[src/rtl/gen_operando_b_pkg.sv]
// Shared types and constants for the operand-B generator: FSM states,
// shift-type encodings and default datapath widths.
package gen_operando_b_pkg;

    localparam int DEF_WIDTH = 32;
    localparam int DEF_IMM_W = 16;
    localparam int SHAMT_W   = 5;

    typedef enum logic [1:0] {
        ST_IDLE  = 2'd0,
        ST_SHIFT = 2'd1,
        ST_DONE  = 2'd2
    } state_e;

    localparam logic [1:0] SH_SLL = 2'b00;
    localparam logic [1:0] SH_SRL = 2'b01;
    localparam logic [1:0] SH_SRA = 2'b10;

endpackage

[src/rtl/gen_operando_b_ext_imm.sv]
// Combinational immediate extender producing the sign- and zero-extended
// forms of the raw instruction immediate.
module ext_imm
    import gen_operando_b_pkg::*;
#(
    parameter int WIDTH = DEF_WIDTH,
    parameter int IMM_W = DEF_IMM_W
) (
    input  logic [IMM_W-1:0] imm_i,
    output logic [WIDTH-1:0] simm_o,
    output logic [WIDTH-1:0] zimm_o
);

    assign simm_o = {{(WIDTH-IMM_W){imm_i[IMM_W-1]}}, imm_i};
    assign zimm_o = {{(WIDTH-IMM_W){1'b0}}, imm_i};

endmodule

[src/rtl/gen_operando_b.sv]
// Operand-B producer: registers the extended immediates and runs an
// iterative shifter (up to STEP positions per cycle) behind a start/done handshake.
module gen_operando_b
    import gen_operando_b_pkg::*;
#(
    parameter int WIDTH = DEF_WIDTH,
    parameter int IMM_W = DEF_IMM_W,
    parameter int STEP  = 1
) (
    input  logic               clk,
    input  logic               reset,
    input  logic               start,
    input  logic [IMM_W-1:0]   imm,
    input  logic [WIDTH-1:0]   D0B,
    input  logic [SHAMT_W-1:0] shamt,
    input  logic [1:0]         sh_type,
    output logic               busy,
    output logic               done,
    output logic               valid,
    output logic [WIDTH-1:0]   SImm,
    output logic [WIDTH-1:0]   ZImm,
    output logic [WIDTH-1:0]   Desplazado
);

    localparam logic [SHAMT_W-1:0] STEP_C = SHAMT_W'(STEP);

    state_e               state_q, state_d;
    logic [SHAMT_W-1:0]   cnt_q, cnt_d;
    logic [WIDTH-1:0]     work_q, work_d;
    logic [1:0]           type_q, type_d;
    logic [WIDTH-1:0]     simm_q, simm_d;
    logic [WIDTH-1:0]     zimm_q, zimm_d;
    logic                 valid_q, valid_d;

    logic [WIDTH-1:0]     simm_w, zimm_w;
    logic [SHAMT_W-1:0]   step_n;
    logic [WIDTH-1:0]     shifted;
    logic                 accept;

    ext_imm #(
        .WIDTH (WIDTH),
        .IMM_W (IMM_W)
    ) u_ext_imm (
        .imm_i  (imm),
        .simm_o (simm_w),
        .zimm_o (zimm_w)
    );

    assign accept = (state_q == ST_IDLE) && start;
    assign step_n = (cnt_q < STEP_C) ? cnt_q : STEP_C;

    // SRA fills from the working MSB, which arithmetic shifts never change,
    // so it always equals the latched D0B sign bit.
    always_comb begin
        case (type_q)
            SH_SRL:  shifted = work_q >> step_n;
            SH_SRA:  shifted = WIDTH'($unsigned($signed(work_q) >>> step_n));
            default: shifted = work_q << step_n;
        endcase
    end

    // NOTE: every next-state signal takes its hold value first so no path
    // through the case leaves it unassigned, which would infer a latch.
    always_comb begin
        state_d = state_q;
        cnt_d   = cnt_q;
        work_d  = work_q;
        type_d  = type_q;
        simm_d  = simm_q;
        zimm_d  = zimm_q;
        case (state_q)
            ST_IDLE: begin
                if (start) begin
                    simm_d  = simm_w;
                    zimm_d  = zimm_w;
                    work_d  = D0B;
                    type_d  = sh_type;
                    cnt_d   = shamt;
                    state_d = (shamt != '0) ? ST_SHIFT : ST_DONE;
                end
            end
            ST_SHIFT: begin
                work_d = shifted;
                cnt_d  = cnt_q - step_n;
                if (cnt_q == step_n) state_d = ST_DONE;
            end
            ST_DONE:  state_d = ST_IDLE;
            default:  state_d = ST_IDLE;
        endcase
        valid_d = (state_d == ST_DONE) || (valid_q && !accept);
    end

    // NOTE: state registers use non-blocking assignments so every flop
    // samples the pre-edge values regardless of statement order.
    always_ff @(posedge clk) begin
        if (reset) begin
            state_q <= ST_IDLE;
            cnt_q   <= '0;
            work_q  <= '0;
            type_q  <= SH_SLL;
            simm_q  <= '0;
            zimm_q  <= '0;
            valid_q <= 1'b0;
        end else begin
            state_q <= state_d;
            cnt_q   <= cnt_d;
            work_q  <= work_d;
            type_q  <= type_d;
            simm_q  <= simm_d;
            zimm_q  <= zimm_d;
            valid_q <= valid_d;
        end
    end

    assign busy       = (state_q == ST_SHIFT) || (state_q == ST_DONE);
    assign done       = (state_q == ST_DONE);
    assign valid      = valid_q;
    assign SImm       = simm_q;
    assign ZImm       = zimm_q;
    assign Desplazado = work_q;

endmodule

[config.mk]
export PLATFORM = sky130hd
export DESIGN_NAME = gen_operando_b
export DESIGN_NICKNAME = d
export VERILOG_FILES = /design/src/rtl/gen_operando_b_pkg.sv /design/src/rtl/gen_operando_b_ext_imm.sv /design/src/rtl/gen_operando_b.sv
export SDC_FILE = /design/constraint.sdc
export NUM_CORES = 1
export LEC_CHECK = 0
export CAP_MARGIN = 30
export CORE_MARGIN = 8
export CORE_UTILIZATION = 40
export DETAILED_ROUTE_END_ITERATION = 8
export GPL_ROUTABILITY_DRIVEN = 0
export HOLD_SLACK_MARGIN = 0.08
export PLACE_DENSITY = 0.81
export SLEW_MARGIN = 5
export SYNTH_ARGS = -nofsm -noshare
export SYNTH_HDL_FRONTEND = slang
export SYNTH_SLANG_ARGS = --single-unit
[constraint.sdc]
create_clock -name clk -period 4.28 [get_ports clk]
set_input_delay 0.428 -clock clk [delete_from_list [all_inputs] [get_ports clk]]
set_output_delay 0.428 -clock clk [all_outputs]
set_load 0.1 [all_outputs]
==> flow_summary.json, run 1 <==
{
  "clockRootBuffer": "clkbuf_8",
  "layout_min_cycle_time_ns": 2.84,
  "r2r-start": "state_q[1]",
  "finalHoldViolations": 0,
  "slew_headroom": 0.325,
  "drt-total-wl_um": 12000,
  "drive_gt1_frac": 0.0551,
  "syn2layout_area_growth_pct": 35.4,
  "path_class": "flop to flop",
  "yosysWarnings": 0,
  "ir_worst_vdd_uv": 290,
  "dieWidth_um": 111,
  "r2r-end": "Desplazado[17]",
  "cts_num_sinks": 58,
  "globalRouteOverflowTotal": 0,
  "synth_top_cell_by_area": "dfxtp_1",
  "grt_max_degree": 41,
  "r2r_slack_ns": 1.44,
  "rsz0062_at_grt": "false",
  "r2r_cells": 6,
  "ant_nets": 0,
  "grtUsageTotal": 0.187,
  "synth_top_area_share": 0.321,
  "min-delay-start": "ZImm[10]",
  "synthCells": 477,
  "syn_area_per_cell_um2": 7.59,
  "power_leakage_nw": 1.73,
  "tritoncts": "yes",
  "cp.buffers_inverters": 1,
  "grt_pass1_vias": 3773,
  "fill_cells": 804,
  "viasPerCell": 5.81,
  "maxCapViolations": 0,
  "htree_levels": 3,
  "grt_pass1_wl_um": 19500,
  "async_reset_ff_frac": 0,
  "hold_end": "ZImm[10]",
  "start_util": 0.413,
  "via_count": 3896,
  "fin_nets": 624,
  "yosysUniqueCellTypes": 53,
  "synth_edf_count": 0,
  "hpwl_um": 8500,
  "worstPathRequired_ns": 4.46,
  "clk_pin_slew_ns": 0.07,
  "port_buffers": 140,
  "wl_per_cell_um": 17.9,
  "cts_resized": 0,
  "finalSetupTns_ns": 0,
  "slew_viol_final": 0,
  "status": "completed",
  "hold_depth": 2,
  "hp-class": "flop to flop",
  "num_io_pins": 157,
  "start_kind": "flop",
  "finClkSkew_ns": 0.00671,
  "cts_buffers": 9,
  "firstDrtPassIters": 5,
  "dieArea_um2": 12400,
  "end_kind": "flop",
  "tightest_slew_ns": 1.01,
  "crit_chain": "inv_1 -> ha_1 -> and2_1 -> nand2_1 -> o221ai_1 -> a31oi_1",
  "synth_area_um2": 3620,
  "rows": 34,
  "design_area_um2": 4910,
  "final_common_cell": "clkdlybuf4s50_1",
  "yosysSeqAreaShare": 0.321,
  "max_stage_delay_ns": 0.68,
  "fmax_ghz": 0.353,
  "layout_common_cells": "140 x clkdlybuf4s50_1, 58 x dfxtp_1, 58 x a21oi_1",
  "critPathMaxFanout": 19,
  "clk_latency_ns": 0.34,
  "antenna_found_initial": 0,
  "postCtsHoldBufs": 0,
  "finalPower_w": 0.00280,
  "place_area_um2": 4700,
  "period_share": 0.662,
  "critical_path_arrival_ns": 3.01,
  "ys_top_cells_by_area": "dfxtp_1 32%, buf_4 10%, a21oi_1 8.0%",
  "diodes": 0,
  "chipHeight_um": 111,
  "powerDensity_nw_per_um2": 570,
  "ys_ff_latch": 58,
  "setup_viol": 0,
  "drtIter0Drc": 324,
  "core_um2": 8760,
  "cpMaxStageDelayCell": "and2_1",
  "synth-main-ff-cell": "dfxtp_1",
  "cts_setup_buffers": 0,
  "crit_family": "simple AND/OR/NAND/NOR gates",
  "cts_buffer_depth": 2,
  "post-route-drc-count": 0
}
## state kept, by name, indices dropped and copies added (netlist names)
name and cells:
type_q 2, cnt_q 5, state_q 2, ZImm 16, valid 1, Desplazado 32
## worst max path at each step
stage                     startpoint        endpoint  slack, ns  depth (start not counted)
after floorplan             ZImm[15]        SImm[16]       2.19                          1
after global placement    state_q[1]  Desplazado[12]       1.64                          6
after detailed placement  state_q[1]   Desplazado[4]       1.52                          6
after CTS                 state_q[1]  Desplazado[17]       1.49                          6
after global routing      state_q[1]  Desplazado[17]       1.18                          6
final                     state_q[1]  Desplazado[17]       1.44                          6
## cell usage after synthesis, types with 3 or more instances
cell and instances:
a211oi_1 6, a21oi_1 58, a311oi_1 3, a31oi_1 19, and2_1 3, buf_1 7
buf_2 10, buf_4 49, clkbuf_1 19, dfxtp_1 58, ha_1 7, inv_1 20
nand2_1 47, nand3_1 12, nor2_1 30, nor3_1 5, o211ai_1 3, o21ai_0 41
o21ai_1 7, o21ai_2 5, o221ai_1 15, o31ai_1 3, o32ai_1 3, o41a_1 11
or3_1 3
## metal layers
layer  global-route usage  wire, um  up-vias
met5                    0         0        -
met4               0.0782       274        0
met3               0.0547      1180       27
met2                0.294      5530      242
met1                0.231      5040     1804
li1                     -         -     1823
## tightest hold or removal path, stage by stage (launching register included)
cell and delay [ns]:
dfxtp_1 0.32, nand2_1 0.05, a21oi_1 0.05
## cells by family (layout without fill, tap and decap cells)
| logic type | Yosys count | after routing | share of synthesized area |
|---|---|---|---|
| fa+ha+maj | 7 | 7 | 0.0242 |
| simple gates | 110 | 110 | 0.136 |
| flops | 58 | 58 | 0.321 |
| other cells | 1 | 16 | 0.00104 |
| buf+inv | 109 | 180 | 0.172 |
| compound gates | 189 | 189 | 0.337 |
| mux | 3 | 3 | 0.00864 |
## power breakdown
part	internal, W	total [W]	leakage [nW]	switching, W
Sequential	0.000622	0.000716	0.479	0.0000943
Clock	0.000313	0.000528	0.106	0.000215
Combinational	0.000372	0.00155	1.15	0.00118
Total	0.00131	0.00280	1.73	0.00149
## stage by stage
| stage | cells | util | setup slack [ns] | hold WS (ns) |
|---|---|---|---|---|
| 2_1_floorplan | 492 | - | 2.19 | 0.453 |
| 5_1_grt | 671 | 0.560 | 1.18 | 0.487 |
| 3_3_place_gp | 656 | 0.537 | 1.64 | 0.456 |
| 4_1_cts | 671 | 0.560 | 1.49 | 0.476 |
| 3_5_place_dp | 656 | 0.537 | 1.52 | 0.466 |
| 6_report | 671 | 0.560 | 1.44 | 0.472 |
## layout make-up
| type | count | area (um^2) | share of cell area |
|---|---|---|---|
| clock buffers | 13 | 169 | 0.0344 |
| clock inverters | 2 | 35.0 | 0.00714 |
| inverters | 21 | 78.8 | 0.0161 |
| multi-input cells | 325 | 1900 | 0.386 |
| flip-flops and latches | 58 | 1160 | 0.237 |
| well taps | 108 | 135 | 0.0275 |
| repair buffers | 144 | 1430 | 0.292 |
Power figures use the tool's default switching activity.
==> run 2, diff against run 1 <==
--- a/config.mk
+++ b/config.mk
@@ -7,11 +7,11 @@
 export LEC_CHECK = 0
 export CAP_MARGIN = 30
 export CORE_MARGIN = 8
-export CORE_UTILIZATION = 40
+export CORE_UTILIZATION = 39
 export DETAILED_ROUTE_END_ITERATION = 8
 export GPL_ROUTABILITY_DRIVEN = 0
 export HOLD_SLACK_MARGIN = 0.08
-export PLACE_DENSITY = 0.81
+export PLACE_DENSITY = 0.82
 export SLEW_MARGIN = 5
 export SYNTH_ARGS = -nofsm -noshare
 export SYNTH_HDL_FRONTEND = slang
==> constraint.sdc (replaced) <==
create_clock -name clk -period 2.45 [get_ports clk]
set_input_delay 0.245 -clock clk [delete_from_list [all_inputs] [get_ports clk]]
set_output_delay 0.245 -clock clk [all_outputs]
set_load 0.1 [all_outputs]
==> run 2 against run 1 <==
Die area grew 2.2%. Cell count increased by 2.1%. Setup slack lost 1.1 ns. Critical path type unchanged. Sequential share of layout area rose by 0.61 points. Clock power grew 83%. Sequential power grew 75%.
==> flow_summary.json, run 2 (synthesis results as in run 1) <==
{
  "status": "completed",
  "r2r_slack_ns": 0.33,
  "slew_viol_final": 0,
  "largest_register_ff_count": 32,
  "htree_levels": 3,
  "whs_ns": 0.455,
  "p_seq_frac": 0.255,
  "cts_setup_buffers": 0,
  "finalPower_w": 0.00492,
  "worstPathRequired_ns": 2.70,
  "rows": 35,
  "layout_min_cycle_time_ns": 2.12,
  "drive_gt1_frac": 0.216,
  "wl_per_cell_um": 17.7,
  "fmax_ghz": 0.473,
  "cts_resized": 0,
  "postCtsHoldBufs": 0,
  "grt_max_degree": 40,
  "tightest_slew_ns": 0.704,
  "globalRouteOverflowTotal": 0,
  "core_um2": 9110,
  "r2r_cells": 7,
  "maxCapViolations": 0,
  "final_common_cell": "buf_4",
  "firstDrtPassIters": 5,
  "num_io_pins": 157,
  "min-delay-start": "imm[14]",
  "critPathMaxFanout": 4,
  "post-route-drc-count": 0,
  "hp-class": "primary input to flop",
  "pwr-share-comb": 0.549,
  "antenna_found_initial": 0,
  "clk_latency_ns": 0.34,
  "powerDensity_nw_per_um2": 1030,
  "diodes": 0,
  "critical_path_arrival_ns": 2.37,
  "clockRootBuffer": "clkbuf_8",
  "grtUsageTotal": 0.184,
  "dieArea_um2": 12600,
  "p_int_w": 0.00229,
  "end_kind": "flop",
  "slew_headroom": 0.530,
  "rsz0062_at_grt": "false",
  "finClkSkew_ns": 0.00870,
  "hpwl_um": 8740,
  "fin_nets": 634,
  "grt_pass1_wl_um": 19200,
  "path_class": "flop to flop",
  "r2r-end": "valid",
  "layout_common_cells": "97 x buf_4, 58 x dfxtp_1, 58 x a21oi_1",
  "dieWidth_um": 112,
  "place_area_um2": 4570,
  "hold_depth": 3,
  "r2r-start": "cnt_q[4]",
  "p_clk_frac": 0.196,
  "cts_buffer_depth": 2,
  "cts_num_sinks": 58,
  "start_kind": "flop",
  "ant_nets": 0,
  "finalHoldViolations": 0,
  "drt-total-wl_um": 12100,
  "chipHeight_um": 112,
  "power_leakage_nw": 1.93,
  "sw_frac_of_total": 0.536,
  "setup_ws_ns": 0.334,
  "finalSetupTns_ns": 0,
  "ir_worst_vdd_uv": 410,
  "syn2layout_area_growth_pct": 32.1,
  "viasPerCell": 5.69,
  "drtIter0Drc": 307,
  "tritoncts": "yes",
  "hold_end": "ZImm[14]",
  "clk_pin_slew_ns": 0.07,
  "grt_pass1_vias": 3805,
  "start_util": 0.398,
  "period_share": 0.864,
  "via_count": 3896,
  "port_buffers": 140,
  "setup_viol": 0,
  "cts_buffers": 9,
  "post-place-ws_ns": 0.249,
  "design_area_um2": 4780,
  "p_sw_w": 0.00264
}
==> run 2: worst max-delay path, stage by stage (launching register included) <==
cell and delay [ns]:
dfxtp_1 0.33, or2_1 0.25, o31ai_1 0.45, ha_1 0.23, inv_1 0.05, o311ai_0 0.29, o21ai_0 0.19, o31ai_1 0.25
==> run 2: final cells by class <==
cell class / count / area [um^2]
fillers: 862 / 4330
multi-input cells: 325 / 1900
repair buffers: 154 / 1300
flip-flops and latches: 58 / 1160
well taps: 111 / 139
clock buffers: 11 / 131
clock inverters: 5 / 78.8
inverters: 21 / 78.8
==> run 2: stage by stage <==
stage | std cells | utilization
5_1_grt | 685 | 0.525
3_3_place_gp | 668 | 0.501
3_5_place_dp | 668 | 0.501
4_1_cts | 684 | 0.524
6_report | 685 | 0.525
2_1_floorplan | 492 | -
==> run 2: worst max path at each step <==
stage	end	slack (ns)	start	cells past startpoint
final	valid	0.33	cnt_q[4]	7
after global routing	valid	0.11	cnt_q[4]	7
after CTS	Desplazado[5]	0.24	state_q[1]	5
after detailed placement	Desplazado[5]	0.25	state_q[1]	5
after global placement	Desplazado[12]	0.47	state_q[1]	5
after floorplan	valid	0.39	cnt_q[4]	8
==> run 2: power groups by stage <==
stage | Combinational [W] | Sequential [W] | Clock (W)
floorplan | 0.00135 | 0.00208 | 0
global route | 0.00284 | 0.00127 | 0.00103
CTS | 0.00270 | 0.00125 | 0.000992
finish | 0.00270 | 0.00125 | 0.000965
global placement | 0.00264 | 0.00126 | 0
detailed placement | 0.00269 | 0.00127 | 0
==> run 2: metal layers <==
metal | share of wire | vias up | GRT usage
li1 | - | 1844 | -
met1 | 0.40 | 1794 | 0.207
met2 | 0.47 | 244 | 0.308
met3 | 0.11 | 14 | 0.0811
met4 | 0.013 | 0 | 0.0585
met5 | 0 | - | 0
==> run 3, diff against run 2 <==
--- a/config.mk
+++ b/config.mk
@@ -6,7 +6,7 @@
 export NUM_CORES = 1
 export LEC_CHECK = 0
 export CAP_MARGIN = 30
-export CORE_MARGIN = 8
+export CORE_MARGIN = 1.5
 export CORE_UTILIZATION = 39
 export DETAILED_ROUTE_END_ITERATION = 8
 export GPL_ROUTABILITY_DRIVEN = 0
==> run 3 against run 2 <==
Cell count fell by 0.15%. Core utilization increased by 1.4 points. Combinational power hardly changed. Sequential share of layout area rose by 0.083 points. Die area fell by 22%. Clock skew decreased by 0.0035 ns. Critical path depth decreased by 1. Clock-buffer cell count rose by 3. Clock power decreased by 16%.
==> flow_summary.json, run 3 (synthesis results as in run 1) <==
{
  "critical_path_arrival_ns": 2.30,
  "post-place-ws_ns": 0.418,
  "core_um2": 8850,
  "clk_latency_ns": 0.33,
  "slew_viol_final": 0,
  "grt_pass1_vias": 3641,
  "clk_pin_slew_ns": 0.06,
  "rows": 34,
  "fmax_ghz": 0.489,
  "final_common_cell": "buf_4",
  "cts_resized": 0,
  "place_area_um2": 4580,
  "via_count": 3941,
  "cp-startpoint": "state_q[1]",
  "tightest_slew_ns": 0.740,
  "largest_register_ff_count": 32,
  "cpMaxStageDelayCell": "nand2_1",
  "globalRouteOverflowTotal": 0,
  "period_share": 0.835,
  "postCtsHoldBufs": 0,
  "layout_common_cells": "99 x buf_4, 58 x dfxtp_1, 58 x a21oi_1",
  "cts_setup_buffers": 0,
  "crit_chain": "inv_1 -> ha_1 -> clkinv_1 -> nand2_1 -> o221ai_1 -> a31oi_1",
  "path_class": "flop to flop",
  "num_io_pins": 157,
  "fill_cells": 860,
  "port_buffers": 140,
  "tritoncts": "yes",
  "htree_levels": 3,
  "fin_nets": 636,
  "drt-total-wl_um": 10900,
  "grtUsageTotal": 0.217,
  "diodes": 0,
  "setup_viol": 0,
  "start_util": 0.409,
  "drive_gt1_frac": 0.219,
  "layout_min_cycle_time_ns": 2.05,
  "cts_num_sinks": 58,
  "max_stage_delay_ns": 0.53,
  "chipHeight_um": 99.4,
  "end_kind": "flop",
  "worstPathRequired_ns": 2.71,
  "drtIter0Drc": 289,
  "hp-class": "primary input to flop",
  "finalSetupTns_ns": 0,
  "finalHoldViolations": 0,
  "dieArea_um2": 9870,
  "antenna_found_initial": 0,
  "finClkSkew_ns": 0.00519,
  "maxCapViolations": 0,
  "min-delay-start": "imm[11]",
  "slew_headroom": 0.506,
  "dieWidth_um": 99.4,
  "whs_ns": 0.465,
  "wl_per_cell_um": 15.9,
  "ir_worst_vdd_uv": 426,
  "powerDensity_nw_per_um2": 1000,
  "ant_nets": 0,
  "status": "completed",
  "grt_max_degree": 40,
  "r2r-start": "state_q[1]",
  "firstDrtPassIters": 5,
  "power_leakage_nw": 1.93,
  "syn2layout_area_growth_pct": 31.6,
  "hpwl_um": 7540,
  "design_area_um2": 4770,
  "post-route-drc-count": 0,
  "viasPerCell": 5.76,
  "start_kind": "flop",
  "grt_pass1_wl_um": 17500,
  "cts_buffer_depth": 2,
  "rsz0062_at_grt": "false",
  "critPathMaxFanout": 15,
  "cts_buffers": 9,
  "setup_ws_ns": 0.405,
  "clockRootBuffer": "clkbuf_8"
}
run 3: cell types whose count changed in the layout (fill, tap and decap cells not counted):
cell,before,now
clkinv_4,1,0
bufinv_16,2,0
buf_4,97,99
clkbuf_8,9,12
run 3: final cells by class:
class / count / area (um^2) / share of cell area
clock buffer: 14 / 173 / 0.0362
multi-input combinational: 325 / 1900 / 0.398
tap: 108 / 135 / 0.0283
timing repair buffer: 156 / 1310 / 0.276
inverter: 21 / 78.8 / 0.0165
clock inverter: 2 / 10.0 / 0.00210
sequential: 58 / 1160 / 0.244
run 3: layer usage:
metal,share of wire,GRT usage
met3,0.087,0.0401
met4,0.014,0.0856
met2,0.47,0.366
met1,0.43,0.275
met5,0,0
run 3: path summary, 6_finish.rpt:
check                           slack, ns  cells after the start        endpoint
worst max-delay path                 0.40                      6  Desplazado[11]
worst min-delay path                 0.46                      3        ZImm[11]
worst max register to register       0.40                      6  Desplazado[11]
worst min register to register       0.47                      2           valid
run 3: stage by stage:
stage | utilization | total power, W | cells
after floorplan | - | 0.00343 | 492
after global placement | 0.518 | 0.00391 | 668
final | 0.539 | 0.00478 | 684
after CTS | 0.539 | 0.00478 | 684
after detailed placement | 0.518 | 0.00395 | 668
after global routing | 0.539 | 0.00499 | 684
run 3: power by group:
part / leakage [nW] / switching (W) / total [W] / internal (W)
Sequential: 0.479 / 0.000165 / 0.00125 / 0.00109
Clock: 0.0965 / 0.000368 / 0.000815 / 0.000448
Combinational: 1.35 / 0.00207 / 0.00271 / 0.000637
run 3: critical path, delay by kind of cell, from the launching register on:
family	cells	cell delay, ns
buf+inv	2	0.44
simple gates	1	0.53
flops	1	0.31
compound gates	2	0.43
fa+ha+maj	1	0.27
